$ cat config.mk
export PLATFORM = sky130hd
export DESIGN_NAME = demorgan_sweep
export DESIGN_NICKNAME = d
export VERILOG_FILES = /design/src/rtl/demorgan_pkg.sv /design/src/rtl/demorgan_expect.sv /design/src/rtl/demorgan_sweep.sv
export SDC_FILE = /design/constraint.sdc
export NUM_CORES = 1
export LEC_CHECK = 0
export ABC_AREA = 1
export CORE_MARGIN = 2
export CORE_UTILIZATION = 50
export CTS_CLUSTER_DIAMETER = 50
export DETAILED_ROUTE_END_ITERATION = 10
export GPL_TIMING_DRIVEN = 0
export PLACE_DENSITY = 0.78
export REMOVE_ABC_BUFFERS = 1
export SLEW_MARGIN = 20
export SYNTH_ARGS = -nofsm -noshare
export SYNTH_HDL_FRONTEND = slang
export SYNTH_SLANG_ARGS = --single-unit
$ cat constraint.sdc
create_clock -name clk -period 2.2 [get_ports clk]
set_clock_uncertainty 0.2 [all_clocks]
set_input_delay 0.22 -clock clk [delete_from_list [all_inputs] [get_ports clk]]
set_output_delay 0.22 -clock clk [all_outputs]
set_load 0.005 [all_outputs]
$ cat src/rtl/demorgan_pkg.sv
// demorgan_pkg: shared types and constants for the demorgan_sweep checker.
//   state_e      - sweep FSM states
//   NUM_VECTORS  - number of (a,b) combinations driven per sweep
//   BIT_*        - bit positions of the six gate outputs in the expected,
//                  actual and mismatch vectors
//                  {n_a_and_b, n_a_or_n_b, n_a_or_b, n_a_and_n_b, n_b, n_a}
package demorgan_pkg;

  typedef enum logic [1:0] {
    IDLE   = 2'd0,
    SETTLE = 2'd1,
    CHECK  = 2'd2,
    DONE   = 2'd3
  } state_e;

  localparam int NUM_VECTORS = 4;
  localparam int CNT_W       = 4;
  localparam int MASK_W      = 6;

  localparam int BIT_N_A         = 0;
  localparam int BIT_N_B         = 1;
  localparam int BIT_N_A_AND_N_B = 2;
  localparam int BIT_N_A_OR_B    = 3;
  localparam int BIT_N_A_OR_N_B  = 4;
  localparam int BIT_N_A_AND_B   = 5;

endpackage

$ cat src/rtl/demorgan_expect.sv
// demorgan_expect: combinational reference for the demorgan gate block.
//   a_i, b_i : stimulus bits
//   exp_o    : expected gate outputs, bit order from demorgan_pkg BIT_*
// Each De Morgan pair shares one expected value, so comparing both members
// against it also checks the identity between them.
module demorgan_expect
  import demorgan_pkg::*;
(
  input  logic              a_i,
  input  logic              b_i,
  output logic [MASK_W-1:0] exp_o
);

  always_comb begin
    exp_o                  = '0;
    exp_o[BIT_N_A]         = ~a_i;
    exp_o[BIT_N_B]         = ~b_i;
    exp_o[BIT_N_A_AND_N_B] = ~a_i & ~b_i;
    exp_o[BIT_N_A_OR_B]    = ~(a_i | b_i);
    exp_o[BIT_N_A_OR_N_B]  = ~a_i | ~b_i;
    exp_o[BIT_N_A_AND_B]   = ~(a_i & b_i);
  end

endmodule

$ cat src/rtl/demorgan_sweep.sv
// demorgan_sweep: stimulus sequencer and checker for the demorgan gate block.
// On start it drives (a,b) = 00, 01, 10, 11, holds each for SETTLE_CYCLES,
// samples the six gate outputs and records errors.
//   clk, reset (sync, active-high), start       : control inputs
//   n_a .. n_a_and_b                             : gate outputs under test
//   a, b                                         : registered stimulus
//   busy, done, pass                             : sweep status
//   err_count, fail_vec, fail_mask               : error summary
//
// state  | meaning
// IDLE   | outputs hold, waiting for start
// SETTLE | current vector applied, counting down the settle time
// CHECK  | sample gate outputs, record mismatch, advance vector
// DONE   | one-cycle done pulse, then back to IDLE
module demorgan_sweep
  import demorgan_pkg::*;
#(
  parameter int SETTLE_CYCLES = 1
) (
  input  logic              clk,
  input  logic              reset,
  input  logic              start,
  input  logic              n_a,
  input  logic              n_b,
  input  logic              n_a_and_n_b,
  input  logic              n_a_or_b,
  input  logic              n_a_or_n_b,
  input  logic              n_a_and_b,
  output logic              a,
  output logic              b,
  output logic              busy,
  output logic              done,
  output logic              pass,
  output logic [2:0]        err_count,
  output logic [1:0]        fail_vec,
  output logic [MASK_W-1:0] fail_mask
);

  if (SETTLE_CYCLES < 1 || SETTLE_CYCLES > 15) begin : g_bad_settle
    $error("demorgan_sweep: SETTLE_CYCLES must be in 1..15");
  end

  localparam logic [CNT_W-1:0] SETTLE_LOAD = CNT_W'(SETTLE_CYCLES);
  localparam logic [1:0]       LAST_VEC    = 2'(NUM_VECTORS - 1);

  state_e             state_q;
  logic [CNT_W-1:0]   cnt_q;
  logic [1:0]         vec_q;
  logic               a_q, b_q;
  logic               busy_q, done_q, pass_q;
  logic [2:0]         err_q, err_d;
  logic [1:0]         fvec_q;
  logic [MASK_W-1:0]  fmask_q;

  logic [MASK_W-1:0]  exp_v;
  logic [MASK_W-1:0]  act_v;
  logic [MASK_W-1:0]  mismatch;

  demorgan_expect u_expect (
    .a_i   (a_q),
    .b_i   (b_q),
    .exp_o (exp_v)
  );

  assign act_v = {n_a_and_b, n_a_or_n_b, n_a_or_b, n_a_and_n_b, n_b, n_a};

  // Case inequality so an X/Z on a gate output counts as a mismatch.
  always_comb begin
    mismatch = '0;
    for (int i = 0; i < MASK_W; i++) begin
      mismatch[i] = (act_v[i] !== exp_v[i]);
    end
  end

  assign err_d = (|mismatch) ? err_q + 3'd1 : err_q;

  always_ff @(posedge clk) begin
    if (reset) begin
      state_q <= IDLE;
      cnt_q   <= '0;
      vec_q   <= '0;
      a_q     <= 1'b0;
      b_q     <= 1'b0;
      busy_q  <= 1'b0;
      done_q  <= 1'b0;
      pass_q  <= 1'b0;
      err_q   <= '0;
      fvec_q  <= '0;
      fmask_q <= '0;
    end else begin
      done_q <= 1'b0;
      case (state_q)
        IDLE: begin
          if (start) begin
            a_q     <= 1'b0;
            b_q     <= 1'b0;
            vec_q   <= '0;
            err_q   <= '0;
            fvec_q  <= '0;
            fmask_q <= '0;
            pass_q  <= 1'b0;
            cnt_q   <= SETTLE_LOAD;
            busy_q  <= 1'b1;
            state_q <= SETTLE;
          end
        end
        SETTLE: begin
          cnt_q <= cnt_q - 1'b1;
          // <= rather than == keeps a corrupted zero count from hanging here
          if (cnt_q <= CNT_W'(1)) begin
            state_q <= CHECK;
          end
        end
        CHECK: begin
          if (|mismatch) begin
            err_q <= err_d;
            if (err_q == 3'd0) begin
              fvec_q  <= {a_q, b_q};
              fmask_q <= mismatch;
            end
          end
          if (vec_q == LAST_VEC) begin
            // pass is presented together with done and already includes
            // the outcome of this final check
            done_q  <= 1'b1;
            pass_q  <= (err_d == 3'd0);
            state_q <= DONE;
          end else begin
            vec_q      <= vec_q + 2'd1;
            {a_q, b_q} <= vec_q + 2'd1;
            cnt_q      <= SETTLE_LOAD;
            state_q    <= SETTLE;
          end
        end
        DONE: begin
          busy_q  <= 1'b0;
          state_q <= IDLE;
        end
        default: begin
          state_q <= IDLE;
        end
      endcase
    end
  end

  assign a         = a_q;
  assign b         = b_q;
  assign busy      = busy_q;
  assign done      = done_q;
  assign pass      = pass_q;
  assign err_count = err_q;
  assign fail_vec  = fvec_q;
  assign fail_mask = fmask_q;

endmodule

==> metrics.log, run 1 <==
[metrics] share of synthesized area occupied by flip-flops and latches: 35.66%
[metrics] Routed WL per cell: ~11 um
[metrics] Synth Flop Type: sky130_fd_sc_hd__dfxtp_1
[metrics] hold-fix buffers at CTS: 0
[metrics] Worst Hold Class: flop to flop
[metrics] CTS tree: done
[metrics] critical path's most frequent cell: sky130_fd_sc_hd__nand2_1
[metrics] Final HPWL DP: 2.076 mm
[metrics] full die area: 0.002883 sq mm
[metrics] time the final worst path needs with I/O delays and setup: around 2.0 ns
[metrics] number of antenna violations at the first check in global routing: 0
[metrics] Max Fanout on Critical Path: 8
[metrics] Setup violations, final: 0
[metrics] CTS Buf Count: 3
[metrics] quantity of gates resized following cts: 0
[metrics] number of rows created at floorplan: 18
[metrics] number of buffers and inverters on the critical path: 3
[metrics] Max-Cap Viols: 0
[metrics] EDFF count, synth: 0
[metrics] library cells used by synthesis: 25
[metrics] total inserted antenna cells: 0
[metrics] result of the run: completed
[metrics] placeable core region: 0.002410 sq mm
[metrics] Final #Nets: between 200 and 250
[metrics] wire length after detailed routing: between 2 and 3 mm
[metrics] critical-path cell with the highest stage delay: sky130_fd_sc_hd__dfxtp_2
[metrics] first-pass GRT wire length: around 4.4 mm
[metrics] critical path endpoint category: flop
[metrics] detailed-router iteration count before antenna repair: 4
[metrics] portion of the clock cycle consumed by the worst path in the final layout: a little over 90%
[metrics] Final Wtd Congestion: 0.7048
[metrics] Peak Freq: between 400 and 500 MHz
[metrics] Slew headroom: about half
[metrics] areal power density over the cells: roughly 560 mW/mm^2
[metrics] cells after synthesis: 173
[metrics] all-layer global routing usage: between 20% and 30%
[metrics] Netlist Area Pre-Place: approximately 0.0012 sq mm
[metrics] ys async rst share: 0%
[metrics] Peak VDD IR: roughly 0.53 mV
[metrics] Critical path origin: vec_q[1]$_SDFFE_PP0P_
[metrics] transition at the pin with the smallest max-transition slack: about 0.77 ns
[metrics] setup repair after global routing missed its margin: no
[metrics] clk slew on worst S/H paths: 0.13 ns
[metrics] Via-to-Cell Ratio: about 5.1
[metrics] critical-path cell list: inv_2 > ha_1 > inv_1 > nand2_1 > nand2_1 > nand2_1 > inv_1 > nand3_4 > o21ai_4 > nand2_1 > a21oi_1
[metrics] DIE WIDTH: roughly 54 um
[metrics] FILL cells: 215
[metrics] number of violations reported at the end of detailed-routing iteration 0: 27
[metrics] data required time at the worst endpoint: 2.24 ns
[metrics] setup TNS: 0 ns
[metrics] number of global-route vias before repair: around 1100
[metrics] Synthesis Warnings: 0
[metrics] CTS H-Tree Depth: 1
[metrics] count of buffers inserted at the top-level ports: 24
[metrics] clock net sink count: 22
[metrics] latest clock arrival within the worst-skew pair: roughly 0.31 ns
[metrics] Leak: approximately 0.65 nW
[metrics] residual antenna-violating net count after detailed routing: 0
[metrics] detailed-route DRC error count: 0
[metrics] Ports: 25
[metrics] Slowest Stage Delay on Critical Path: around 0.42 ns
[metrics] overall overflow remaining after global route: 0
[metrics] buffer cell driving the clock tree root: sky130_fd_sc_hd__clkbuf_4
[metrics] Final Total Pwr: a little under 0.0009 W
[metrics] Final Hold Vio Count: 0
[metrics] cell family with the largest share of critical-path delay: simple AND/OR/NAND/NOR gates
[metrics] Post-CTS Setup Bufs: 0
[metrics] data arrival time at the worst-slack endpoint: 2.05 ns
[metrics] synthesized flop and latch total: 22
[metrics] Worst R2R Start: vec_q[1]$_SDFFE_PP0P_
[metrics] number of buffers on the longest clock path: 2
[metrics] synthesized area divided by synthesized cell count: 7.138 sq um
[metrics] vias post-DR: 1163
[metrics] Hold Slack: around 0.28 ns
[metrics] y dimension of the die: 53.70 um
[metrics] fraction of layout cells with a size suffix above 1: 13.57%
[metrics] layout-stage area growth over the synthesis result: 25.03%
[metrics] startpoint type of the worst setup path: flop
[metrics] Final Slew Violations: 0
[metrics] maximum number of pins on one net before global-route repair: 23
[metrics] hold wc startpoint: fail_vec[0]$_SDFFE_PP0P_
[metrics] initial core utilization: 51.25%
[metrics] kind of critical path: flop to flop
kinds of logic (layout without fill, tap and decap cells):
| kind of cell | Yosys count | in the layout | share of synthesized area [%] |
|---|---|---|---|
| simple gates | 88 | 88 | 34.85 |
| fa+ha+maj | 6 | 6 | 6.079 |
| compound gates | 25 | 25 | 12.87 |
| buf+inv | 30 | 56 | 9.119 |
| xor+xnor | 2 | 2 | 1.419 |
| flops | 22 | 22 | 35.66 |
metal layers:
metal	part of all wire, %	up-vias	wire, um	GRT usage (%)
met5	0	-	0	0
met4	0.91	0	24	5.128
met3	5.4	4	142	4.167
met2	51	34	1329	39.43
met1	43	526	1135	23.28
li1	-	599	-	-
final cells by class:
class	instances	area (sq um)	area share, %
clock buffers	4	36.28	2.350
inverters	28	105.1	6.807
multi-input cells	121	681.9	44.17
flip-flops and latches	22	442.9	28.69
well taps	30	37.54	2.431
repair buffers	24	240.2	15.56
worst register-to-register path, delay by kind of cell (launching register included):
family / cells / cell delay, ns
fa+ha+maj: 1 / 0.24
compound gates: 2 / 0.40
buf+inv: 3 / 0.26
flops: 1 / 0.42
simple gates: 5 / 0.42
path summary, 6_finish.rpt:
check / slack [ns] / cells after the start / to
max: 0.19 / 11 / fail_mask[2]$_SDFFE_PP0P_
min: 0.28 / 2 / fail_vec[0]$_SDFFE_PP0P_
max reg2reg: 0.19 / 11 / fail_mask[2]$_SDFFE_PP0P_
min reg2reg: 0.28 / 2 / fail_vec[0]$_SDFFE_PP0P_
flip-flops by register name, indices dropped and copies added, names as in the netlist:
name,flops
fail_mask,6
pass,1
b,1
cnt_q,4
busy,1
fail_vec,2
state_q,2
vec_q,1
done,1
err_count,3
cells in the mapped netlist (3+ instances only):
cell | count | area share, %
sky130_fd_sc_hd__nand2_1 | 47 | 14
sky130_fd_sc_hd__dfxtp_1 | 22 | 36
sky130_fd_sc_hd__inv_1 | 22 | 6.7
sky130_fd_sc_hd__a21oi_1 | 17 | 6.9
sky130_fd_sc_hd__nand3_1 | 12 | 4.9
sky130_fd_sc_hd__nor2_1 | 10 | 3.0
sky130_fd_sc_hd__nand2_2 | 7 | 3.5
sky130_fd_sc_hd__ha_1 | 6 | 6.1
sky130_fd_sc_hd__inv_2 | 6 | 1.8
sky130_fd_sc_hd__nor2_4 | 3 | 2.7
sky130_fd_sc_hd__nor3_1 | 3 | 1.2
placed cells by master (no fill, tap or decap):
cell type	n
sky130_fd_sc_hd__nand2_1	47
sky130_fd_sc_hd__clkdlybuf4s50_1	24
sky130_fd_sc_hd__inv_1	22
sky130_fd_sc_hd__dfxtp_1	20
sky130_fd_sc_hd__a21oi_1	17
sky130_fd_sc_hd__nand3_1	12
sky130_fd_sc_hd__nor2_1	10
sky130_fd_sc_hd__nand2_2	7
sky130_fd_sc_hd__inv_2	6
sky130_fd_sc_hd__ha_1	6
sky130_fd_sc_hd__nor2_4	3
sky130_fd_sc_hd__nor3_1	3
sky130_fd_sc_hd__clkbuf_4	3
sky130_fd_sc_hd__xor2_1	2
sky130_fd_sc_hd__o211ai_1	2
sky130_fd_sc_hd__nand4_1	2
sky130_fd_sc_hd__dfxtp_2	2
sky130_fd_sc_hd__o21ai_0	1
sky130_fd_sc_hd__nor2_8	1
sky130_fd_sc_hd__nand3_4	1
sky130_fd_sc_hd__nand3b_1	1
sky130_fd_sc_hd__a21oi_4	1
sky130_fd_sc_hd__o21ai_4	1
sky130_fd_sc_hd__o22ai_1	1
sky130_fd_sc_hd__a22oi_1	1
sky130_fd_sc_hd__or2_2	1
sky130_fd_sc_hd__a211oi_1	1
sky130_fd_sc_hd__clkbuf_8	1
metrics by stage:
| stage | area [sq um] | instances | utilization (%) | setup slack [ns] |
|---|---|---|---|---|
| floorplan | 1227 | 171 | - | 0.4492 |
| global placement | 1505 | 225 | 62.46 | 0.2527 |
| detailed placement | 1505 | 225 | 62.46 | 0.1162 |
| CTS | 1541 | 229 | 63.97 | 0.08072 |
| global route | 1544 | 229 | 64.07 | 0.01745 |
| finish | 1544 | 229 | 64.07 | 0.1854 |
report_power, final:
group          internal [W]  switching, W  total, W
Clock              0.000101      0.000129  0.000230
Sequential         0.000420     0.0000172  0.000437
Combinational     0.0000806      0.000122  0.000203
Total              0.000601      0.000269  0.000870
No activity file was read; power rests on OpenSTA's default activity.
==> run 2, diff against run 1 <==
--- a/config.mk
+++ b/config.mk
@@ -7,5 +7,5 @@
 export LEC_CHECK = 0
 export ABC_AREA = 1
-export CORE_MARGIN = 2
+export CORE_MARGIN = 1
 export CORE_UTILIZATION = 50
 export CTS_CLUSTER_DIAMETER = 50
==> constraint.sdc (replaced) <==
create_clock -name clk -period 2.2 [get_ports clk]
set_clock_uncertainty 0.2 [all_clocks]
set_input_delay 0.55 -clock clk [delete_from_list [all_inputs] [get_ports clk]]
set_output_delay 0.55 -clock clk [all_outputs]
set_load 0.005 [all_outputs]
==> run 2 against run 1 <==
Sequential cell count unchanged; largest power group unchanged; sequential share of layout area decreased by 0.56 points; die area decreased by 7.3%.
==> metrics.log, run 2 (synthesis results as in run 1) <==
[metrics] result of the run: completed (unchanged)
[metrics] hold wc startpoint: cnt_q[1]$_SDFFE_PP0P_ (was fail_vec[0]$_SDFFE_PP0P_)
[metrics] Worst Hold Class: flop to flop (unchanged)
[metrics] Critical path origin: b$_SDFFE_PP0P_ (was vec_q[1]$_SDFFE_PP0P_)
[metrics] final core utilization: 69.98% (was 64.07%)
[metrics] y dimension of the die: 51.70 um (was 53.70 um)
[metrics] Switching Fraction: 28.72% (was 30.89%)
[metrics] Final Hold Vio Count: 0 (unchanged)
[metrics] hold-fix buffers at CTS: 0 (unchanged)
[metrics] CTS tree: done (unchanged)
[metrics] number of flip-flops under the largest register name: 6 (unchanged)
[metrics] first-pass GRT wire length: 4.629 mm (was 4.374 mm)
[metrics] Routed WL per cell: 11.70 um (was 11.49 um)
[metrics] wire length after detailed routing: 2.692 mm (was 2.631 mm)
[metrics] path depth of the worst reg2reg path: 11 (unchanged)
[metrics] buffer cell driving the clock tree root: sky130_fd_sc_hd__clkbuf_4 (unchanged)
[metrics] clk slew on worst S/H paths: 0.14 ns (was 0.13 ns)
[metrics] areal power density over the cells: 603.1 mW/mm^2 (was 563.6 mW/mm^2)
[metrics] most common cell after layout, fill and taps aside: sky130_fd_sc_hd__nand2_1 (unchanged)
[metrics] Peak VDD IR: 0.4318 mV (was 0.5295 mV)
[metrics] Crit Reg-Reg Endpoint: fail_mask[4]$_SDFFE_PP0P_ (was fail_mask[2]$_SDFFE_PP0P_)
[metrics] power share of the clock group: 33.1% (was 26.5%)
[metrics] number of rows created at floorplan: 17 (was 18)
[metrics] overall overflow remaining after global route: 0 (unchanged)
[metrics] sequential fraction of design power: 45.3% (was 50.2%)
[metrics] Net Switching: 0.0002759 W (was 0.0002688 W)
[metrics] Peak Freq: 481.7 MHz (was 496.4 MHz)
[metrics] number of buffers on the longest clock path: 2 (unchanged)
[metrics] Final Wtd Congestion: 0.8006 (was 0.7048)
[metrics] maximum number of pins on one net before global-route repair: 23 (unchanged)
[metrics] Via-to-Cell Ratio: 5.043 (was 5.079)
[metrics] Max Fanout on Critical Path: 5 (was 8)
[metrics] transition at the pin with the smallest max-transition slack: 0.8341 ns (was 0.7727 ns)
[metrics] Slew headroom: 44.22% (was 48.33%)
[metrics] vias post-DR: 1160 (was 1163)
[metrics] clock net sink count: 22 (unchanged)
[metrics] Final Slew Violations: 0 (unchanged)
[metrics] critical path capture point: b (was fail_mask[2]$_SDFFE_PP0P_)
[metrics] full die area: 0.002672 sq mm (was 0.002883 sq mm)
[metrics] CTS Buf Count: 3 (unchanged)
[metrics] placeable core region: 0.002276 sq mm (was 0.002410 sq mm)
[metrics] part of the power in combinational logic: 21.7% (was 23.3%)
[metrics] number of antenna violations at the first check in global routing: 0 (unchanged)
[metrics] data required time at the worst endpoint: 1.45 ns (was 2.24 ns)
[metrics] layout-stage area growth over the synthesis result: 28.98% (was 25.03%)
[metrics] peak-usage layer in the global routing report: met2 (unchanged)
[metrics] latest clock arrival within the worst-skew pair: 0.31 ns (about the same)
[metrics] pre-CTS setup slack: -0.1014 ns (was 0.1162 ns)
[metrics] post-route worst setup slack: 0.1240 ns (was 0.1854 ns)
[metrics] time the final worst path needs with I/O delays and setup: 2.076 ns (was 2.015 ns)
[metrics] Worst R2R Start: b$_SDFFE_PP0P_ (was vec_q[1]$_SDFFE_PP0P_)
[metrics] Setup violations, final: 0 (unchanged)
[metrics] portion of the clock cycle consumed by the worst path in the final layout: 94.37% (was 91.57%)
[metrics] FILL cells: 184 (was 215)
[metrics] initial core utilization: 54.26% (was 51.25%)
[metrics] Final HPWL DP: 1.965 mm (was 2.076 mm)
[metrics] detailed-route DRC error count: 0 (unchanged)
[metrics] startpoint type of the worst setup path: flop (unchanged)
[metrics] fraction of layout cells with a size suffix above 1: 15.84% (was 13.57%)
[metrics] met2 usage: 42.42% (was 39.43%)
[metrics] DIE WIDTH: 51.70 um (was 53.70 um)
[metrics] kind of critical path: flop to primary output (was flop to flop)
[metrics] number of violations reported at the end of detailed-routing iteration 0: 24 (was 27)
[metrics] all-layer global routing usage: 23.19% (was 20.77%)
[metrics] number of global-route vias before repair: 1157 (was 1067)
[metrics] Leak: 0.6716 nW (was 0.6478 nW)
[metrics] met1 track demand over resource: 25.63% (was 23.28%)
[metrics] data arrival time at the worst-slack endpoint: 1.33 ns (was 2.05 ns)
[metrics] CTS H-Tree Depth: 1 (unchanged)
[metrics] count of buffers inserted at the top-level ports: 24 (unchanged)
[metrics] GRT met3 Usage: 2.924% (was 4.167%)
[metrics] Ports: 25 (unchanged)
[metrics] Final #Nets: 218 (was 215)
[metrics] Register-to-Register Setup Slack: 0.16 ns (was 0.19 ns)
[metrics] detailed-router iteration count before antenna repair: 4 (unchanged)
[metrics] residual antenna-violating net count after detailed routing: 0 (unchanged)
[metrics] critical path endpoint category: primary output (was flop)
[metrics] total inserted antenna cells: 0 (unchanged)
[metrics] commonest non-fill, non-tap cells in the layout: sky130_fd_sc_hd__nand2_1, sky130_fd_sc_hd__clkdlybuf4s50_1, sky130_fd_sc_hd__inv_1 (unchanged)
[metrics] cell-internal power: 0.0006848 W (was 0.0006014 W)
[metrics] Max-Cap Viols: 0 (unchanged)
==> run 2: changes by cell type in the layout (fill, tap and decap cells not counted) <==
cell,delta
sky130_fd_sc_hd__buf_4,+3
sky130_fd_sc_hd__a21oi_1,-2
sky130_fd_sc_hd__a21oi_2,+2
sky130_fd_sc_hd__dfxtp_2,-2
sky130_fd_sc_hd__dfxtp_4,+2
sky130_fd_sc_hd__bufinv_16,+1
sky130_fd_sc_hd__clkbuf_8,-1
==> run 2: worst min-delay path by stage <==
stage                                      to  slack (ns)  cells past startpoint
global placement    fail_mask[3]$_SDFFE_PP0P_        0.25                      2
floorplan               cnt_q[1]$_SDFFE_PP0P_        0.23                      2
finish                  cnt_q[1]$_SDFFE_PP0P_        0.27                      2
CTS                     cnt_q[1]$_SDFFE_PP0P_        0.27                      2
global route         fail_vec[1]$_SDFFE_PP0P_        0.30                      2
detailed placement      cnt_q[1]$_SDFFE_PP0P_        0.26                      2
==> run 2: final cells by class <==
type / instances / area, sq um / area share, %
multi-input combinational: 121 / 689.4 / 43.28
sequential: 22 / 447.9 / 28.12
timing repair buffer: 27 / 262.8 / 16.50
inverter: 28 / 105.1 / 6.599
tap: 28 / 35.03 / 2.200
clock inverter: 1 / 30.03 / 1.885
clock buffer: 3 / 22.52 / 1.414
==> run 2: power groups by stage <==
stage | logic, W | clock network (W) | registers, W
2_1_floorplan | 0.000139 | 0 | 0.000444
4_1_cts | 0.000205 | 0.000326 | 0.000437
6_report | 0.000208 | 0.000318 | 0.000435
5_1_grt | 0.000235 | 0.000342 | 0.000439
3_5_place_dp | 0.000203 | 0 | 0.000445
3_3_place_gp | 0.000194 | 0 | 0.000444
==> run 2: metal layers <==
metal | wire [um] | share of wire [%]
met1 | 1221 | 45
met3 | 47 | 1.7
met4 | 17 | 0.63
met5 | 0 | 0
met2 | 1405 | 52
==> run 2: what timing repair did <==
action | 4_1_cts | 5_1_grt
setup endpoints to repair | 0 | 11
buffers inserted | 0 | 3
gates resized for setup | 0 | 6
==> run 2: critical path, cell delays in order, from the launching register on <==
cell and delay [ns]:
sky130_fd_sc_hd__dfxtp_4 0.40, sky130_fd_sc_hd__buf_4 0.12, sky130_fd_sc_hd__clkdlybuf4s50_1 0.50
==> run 2: per-stage QoR <==
| stage | TNS, ns | std cells | total power [W] | instance area (sq um) | hold WS [ns] |
|---|---|---|---|---|---|
| final | 0 | 230 | 0.0009606 | 1593 | 0.2743 |
| after global routing | -0.002022 | 230 | 0.001015 | 1593 | 0.2982 |
| after CTS | 0 | 227 | 0.0009676 | 1555 | 0.2738 |
| after detailed placement | -0.8175 | 223 | 0.0006479 | 1503 | 0.2559 |
| after global placement | -0.3976 | 223 | 0.0006383 | 1503 | 0.2504 |
| after floorplan | 0 | 171 | 0.0005830 | 1227 | 0.2349 |
==> run 3, diff against run 2 <==
Settings changed: REMOVE_ABC_BUFFERS 1 to not set.
==> run 3 against run 2 <==
Wire length decreased by 2.7%; combinational power about the same; final area decreased by 2.7%; highest routed layer unchanged; via count decreased by 0.17%; global-route usage decreased by 0.27 points; sequential cell count unchanged; sequential power about the same; first-iteration DRC count increased by 54%; largest cell class unchanged.
==> metrics.log, run 3 (synthesis results as in run 1) <==
[metrics] latest clock arrival within the worst-skew pair: 0.31 ns (about the same)
[metrics] clk slew on worst S/H paths: 0.12 ns (was 0.14 ns)
[metrics] first-pass GRT wire length: 4.560 mm (was 4.629 mm)
[metrics] layout-stage area growth over the synthesis result: 25.43% (was 28.98%)
[metrics] data required time at the worst endpoint: 1.45 ns (about the same)
[metrics] maximum number of pins on one net before global-route repair: 13 (was 23)
[metrics] areal power density over the cells: 555.4 mW/mm^2 (was 603.1 mW/mm^2)
[metrics] time the final worst path needs with I/O delays and setup: 2.009 ns (was 2.076 ns)
[metrics] Hold Slack: 0.2681 ns (was 0.2743 ns)
[metrics] WHS Endpoint: cnt_q[1]$_SDFFE_PP0P_ (unchanged)
[metrics] number of global-route vias before repair: 1065 (was 1157)
[metrics] Peak Freq: 497.7 MHz (was 481.7 MHz)
[metrics] Register-to-Register Setup Slack: 0.22 ns (was 0.16 ns)
[metrics] Final Hold Vio Count: 0 (unchanged)
[metrics] vias post-DR: 1158 (was 1160)
[metrics] critical-path cell with the highest stage delay: sky130_fd_sc_hd__clkdlybuf4s50_1 (unchanged)
[metrics] placeable core region: 0.002276 sq mm (unchanged)
[metrics] wire length after detailed routing: 2.619 mm (was 2.692 mm)
[metrics] final instance count without filler cells: 229 (was 230)
[metrics] setup repair after global routing missed its margin: no
[metrics] number of violations reported at the end of detailed-routing iteration 0: 37 (was 24)
[metrics] Final Wtd Congestion: 0.7526 (was 0.8006)
[metrics] number of flip-flops under the largest register name: 6 (unchanged)
[metrics] Final HPWL DP: 2.059 mm (was 1.965 mm)
[metrics] critical path endpoint category: primary output (unchanged)
[metrics] CTS tree: done (unchanged)
[metrics] most common cell after layout, fill and taps aside: sky130_fd_sc_hd__nand2_1 (unchanged)
[metrics] number of buffers and inverters on the critical path: 1 (was 2)
[metrics] CTS H-Tree Depth: 1 (unchanged)
[metrics] kind of critical path: flop to primary output (unchanged)
[metrics] hold-fix buffers at CTS: 0 (unchanged)
[metrics] count of buffers inserted at the top-level ports: 24 (unchanged)
[metrics] y dimension of the die: 51.70 um (unchanged)
[metrics] Max-Cap Viols: 0 (unchanged)
[metrics] Worst Hold Class: flop to flop (unchanged)
[metrics] path depth of the worst reg2reg path: 11 (unchanged)
[metrics] Ports: 25 (unchanged)
[metrics] detailed-route DRC error count: 0 (unchanged)
[metrics] cell family with the largest share of critical-path delay: buffers and inverters (unchanged)
[metrics] full die area: 0.002672 sq mm (unchanged)
[metrics] area occupied by multi-input gates: 681.9 sq um (was 689.4 sq um)
[metrics] Leak: 0.6502 nW (was 0.6716 nW)
[metrics] Worst R2R Start: vec_q[1]$_SDFFE_PP0P_ (was b$_SDFFE_PP0P_)
[metrics] Final #Nets: 217 (was 218)
[metrics] net count after synthesis: between 150 and 200
[metrics] all-layer global routing usage: 22.92% (was 23.19%)
[metrics] number of rows created at floorplan: 17 (unchanged)
[metrics] total inserted antenna cells: 0 (unchanged)
[metrics] startpoint type of the worst setup path: flop (unchanged)
[metrics] initial core utilization: 54.26% (unchanged)
[metrics] transition at the pin with the smallest max-transition slack: 0.5027 ns (was 0.8341 ns)
[metrics] Critical path origin: err_count[2]$_SDFFE_PP0P_ (was b$_SDFFE_PP0P_)
[metrics] hold wc startpoint: cnt_q[1]$_SDFFE_PP0P_ (unchanged)
[metrics] detailed-router iteration count before antenna repair: 4 (unchanged)
[metrics] result of the run: completed (unchanged)
[metrics] Peak VDD IR: 0.6731 mV (was 0.4318 mV)
[metrics] commonest non-fill, non-tap cells in the layout: sky130_fd_sc_hd__nand2_1, sky130_fd_sc_hd__clkdlybuf4s50_1, sky130_fd_sc_hd__inv_1 (unchanged)
[metrics] residual antenna-violating net count after detailed routing: 0 (unchanged)
[metrics] cell area after placement: 0.001510 sq mm (was 0.001503 sq mm)
[metrics] Max Fanout on Critical Path: 5 (unchanged)
[metrics] Crit Reg-Reg Endpoint: fail_mask[4]$_SDFFE_PP0P_ (unchanged)
[metrics] number of buffers on the longest clock path: 2 (unchanged)
[metrics] setup TNS: 0 ns (unchanged)
[metrics] Routed WL per cell: 11.44 um (was 11.70 um)
[metrics] number of antenna violations at the first check in global routing: 0 (unchanged)
[metrics] Slowest Stage Delay on Critical Path: 0.53 ns (was 0.50 ns)
[metrics] critical-path cell list: clkdlybuf4s50_1 (was buf_4 > clkdlybuf4s50_1)
[metrics] Seq. cell area: 442.9 sq um (was 447.9 sq um)
[metrics] Via-to-Cell Ratio: 5.057 (was 5.043)
[metrics] overall overflow remaining after global route: 0 (unchanged)
[metrics] cell depth of the worst hold path: 2 (unchanged)
[metrics] data arrival time at the worst-slack endpoint: 1.26 ns (was 1.33 ns)
[metrics] Final Slew Violations: 0 (unchanged)
[metrics] Slew headroom: 66.48% (was 44.22%)
[metrics] portion of the clock cycle consumed by the worst path in the final layout: 91.34% (was 94.37%)
[metrics] Setup violations, final: 0 (unchanged)
[metrics] fraction of layout cells with a size suffix above 1: 13.43% (was 15.84%)
[metrics] clock net sink count: 22 (unchanged)
[metrics] DIE WIDTH: 51.70 um (unchanged)
[metrics] number of placed instances with taps included: 225 (was 223)
[metrics] FILL cells: 201 (was 184)
[metrics] final core utilization: 68.06% (was 69.98%)
[metrics] buffer cell driving the clock tree root: sky130_fd_sc_hd__clkbuf_4 (unchanged)
[metrics] final standard cell area without fillers: 0.001549 sq mm (was 0.001593 sq mm)
[metrics] CTS Buf Count: 3 (unchanged)
## run 3: layout make-up
type | count | area share [%]
Buffer | 2 | 0.4847
Clock buffer | 4 | 2.342
Inverter | 28 | 6.785
Multi-Input combinational cell | 121 | 44.02
Sequential cell | 22 | 28.59
Tap cell | 28 | 2.262
Timing Repair Buffer | 24 | 15.51
## run 3: metrics by stage
stage / power [W] / worst slack (ns)
after floorplan: 0.0005873 / 0.4446
after global placement: 0.0006408 / -0.04273
after detailed placement: 0.0006510 / -0.1114
after CTS: 0.0008665 / 0.1235
after global routing: 0.0009171 / 0.04543
final: 0.0008602 / 0.1906
## run 3: worst max-delay path by stage
stage               cells after the start                   endpoint
finish                                  1               err_count[2]
floorplan                              12  fail_mask[2]$_SDFFE_PP0P_
global placement                        9  fail_mask[5]$_SDFFE_PP0P_
detailed placement                      9  fail_mask[4]$_SDFFE_PP0P_
global route                           11   fail_vec[0]$_SDFFE_PP0P_
CTS                                     1                          b
## run 3: where the power goes
part	switching [W]	internal (W)	total, W	leakage [nW]
Sequential	0.0000173	0.000420	0.000437	0.180
Combinational	0.000124	0.0000820	0.000206	0.449
Clock	0.000117	0.000101	0.000218	0.0210
## run 3: timing repair
item / CTS / global route
setup endpoints to repair: 0 / 8
buffers inserted: 0 / 0
gates resized for setup: 0 / 2
## run 3: per-layer routing
layer / share of wire (%) / vias to the layer above / routed length, um / GRT usage [%]
met4: 0.53 / 0 / 14 / 2.703
met2: 50 / 20 / 1309 / 41.77
met3: 3.8 / 2 / 100 / 6.140
met1: 46 / 526 / 1194 / 27.39
li1: - / 610 / - / -
met5: 0 / - / 0 / 0
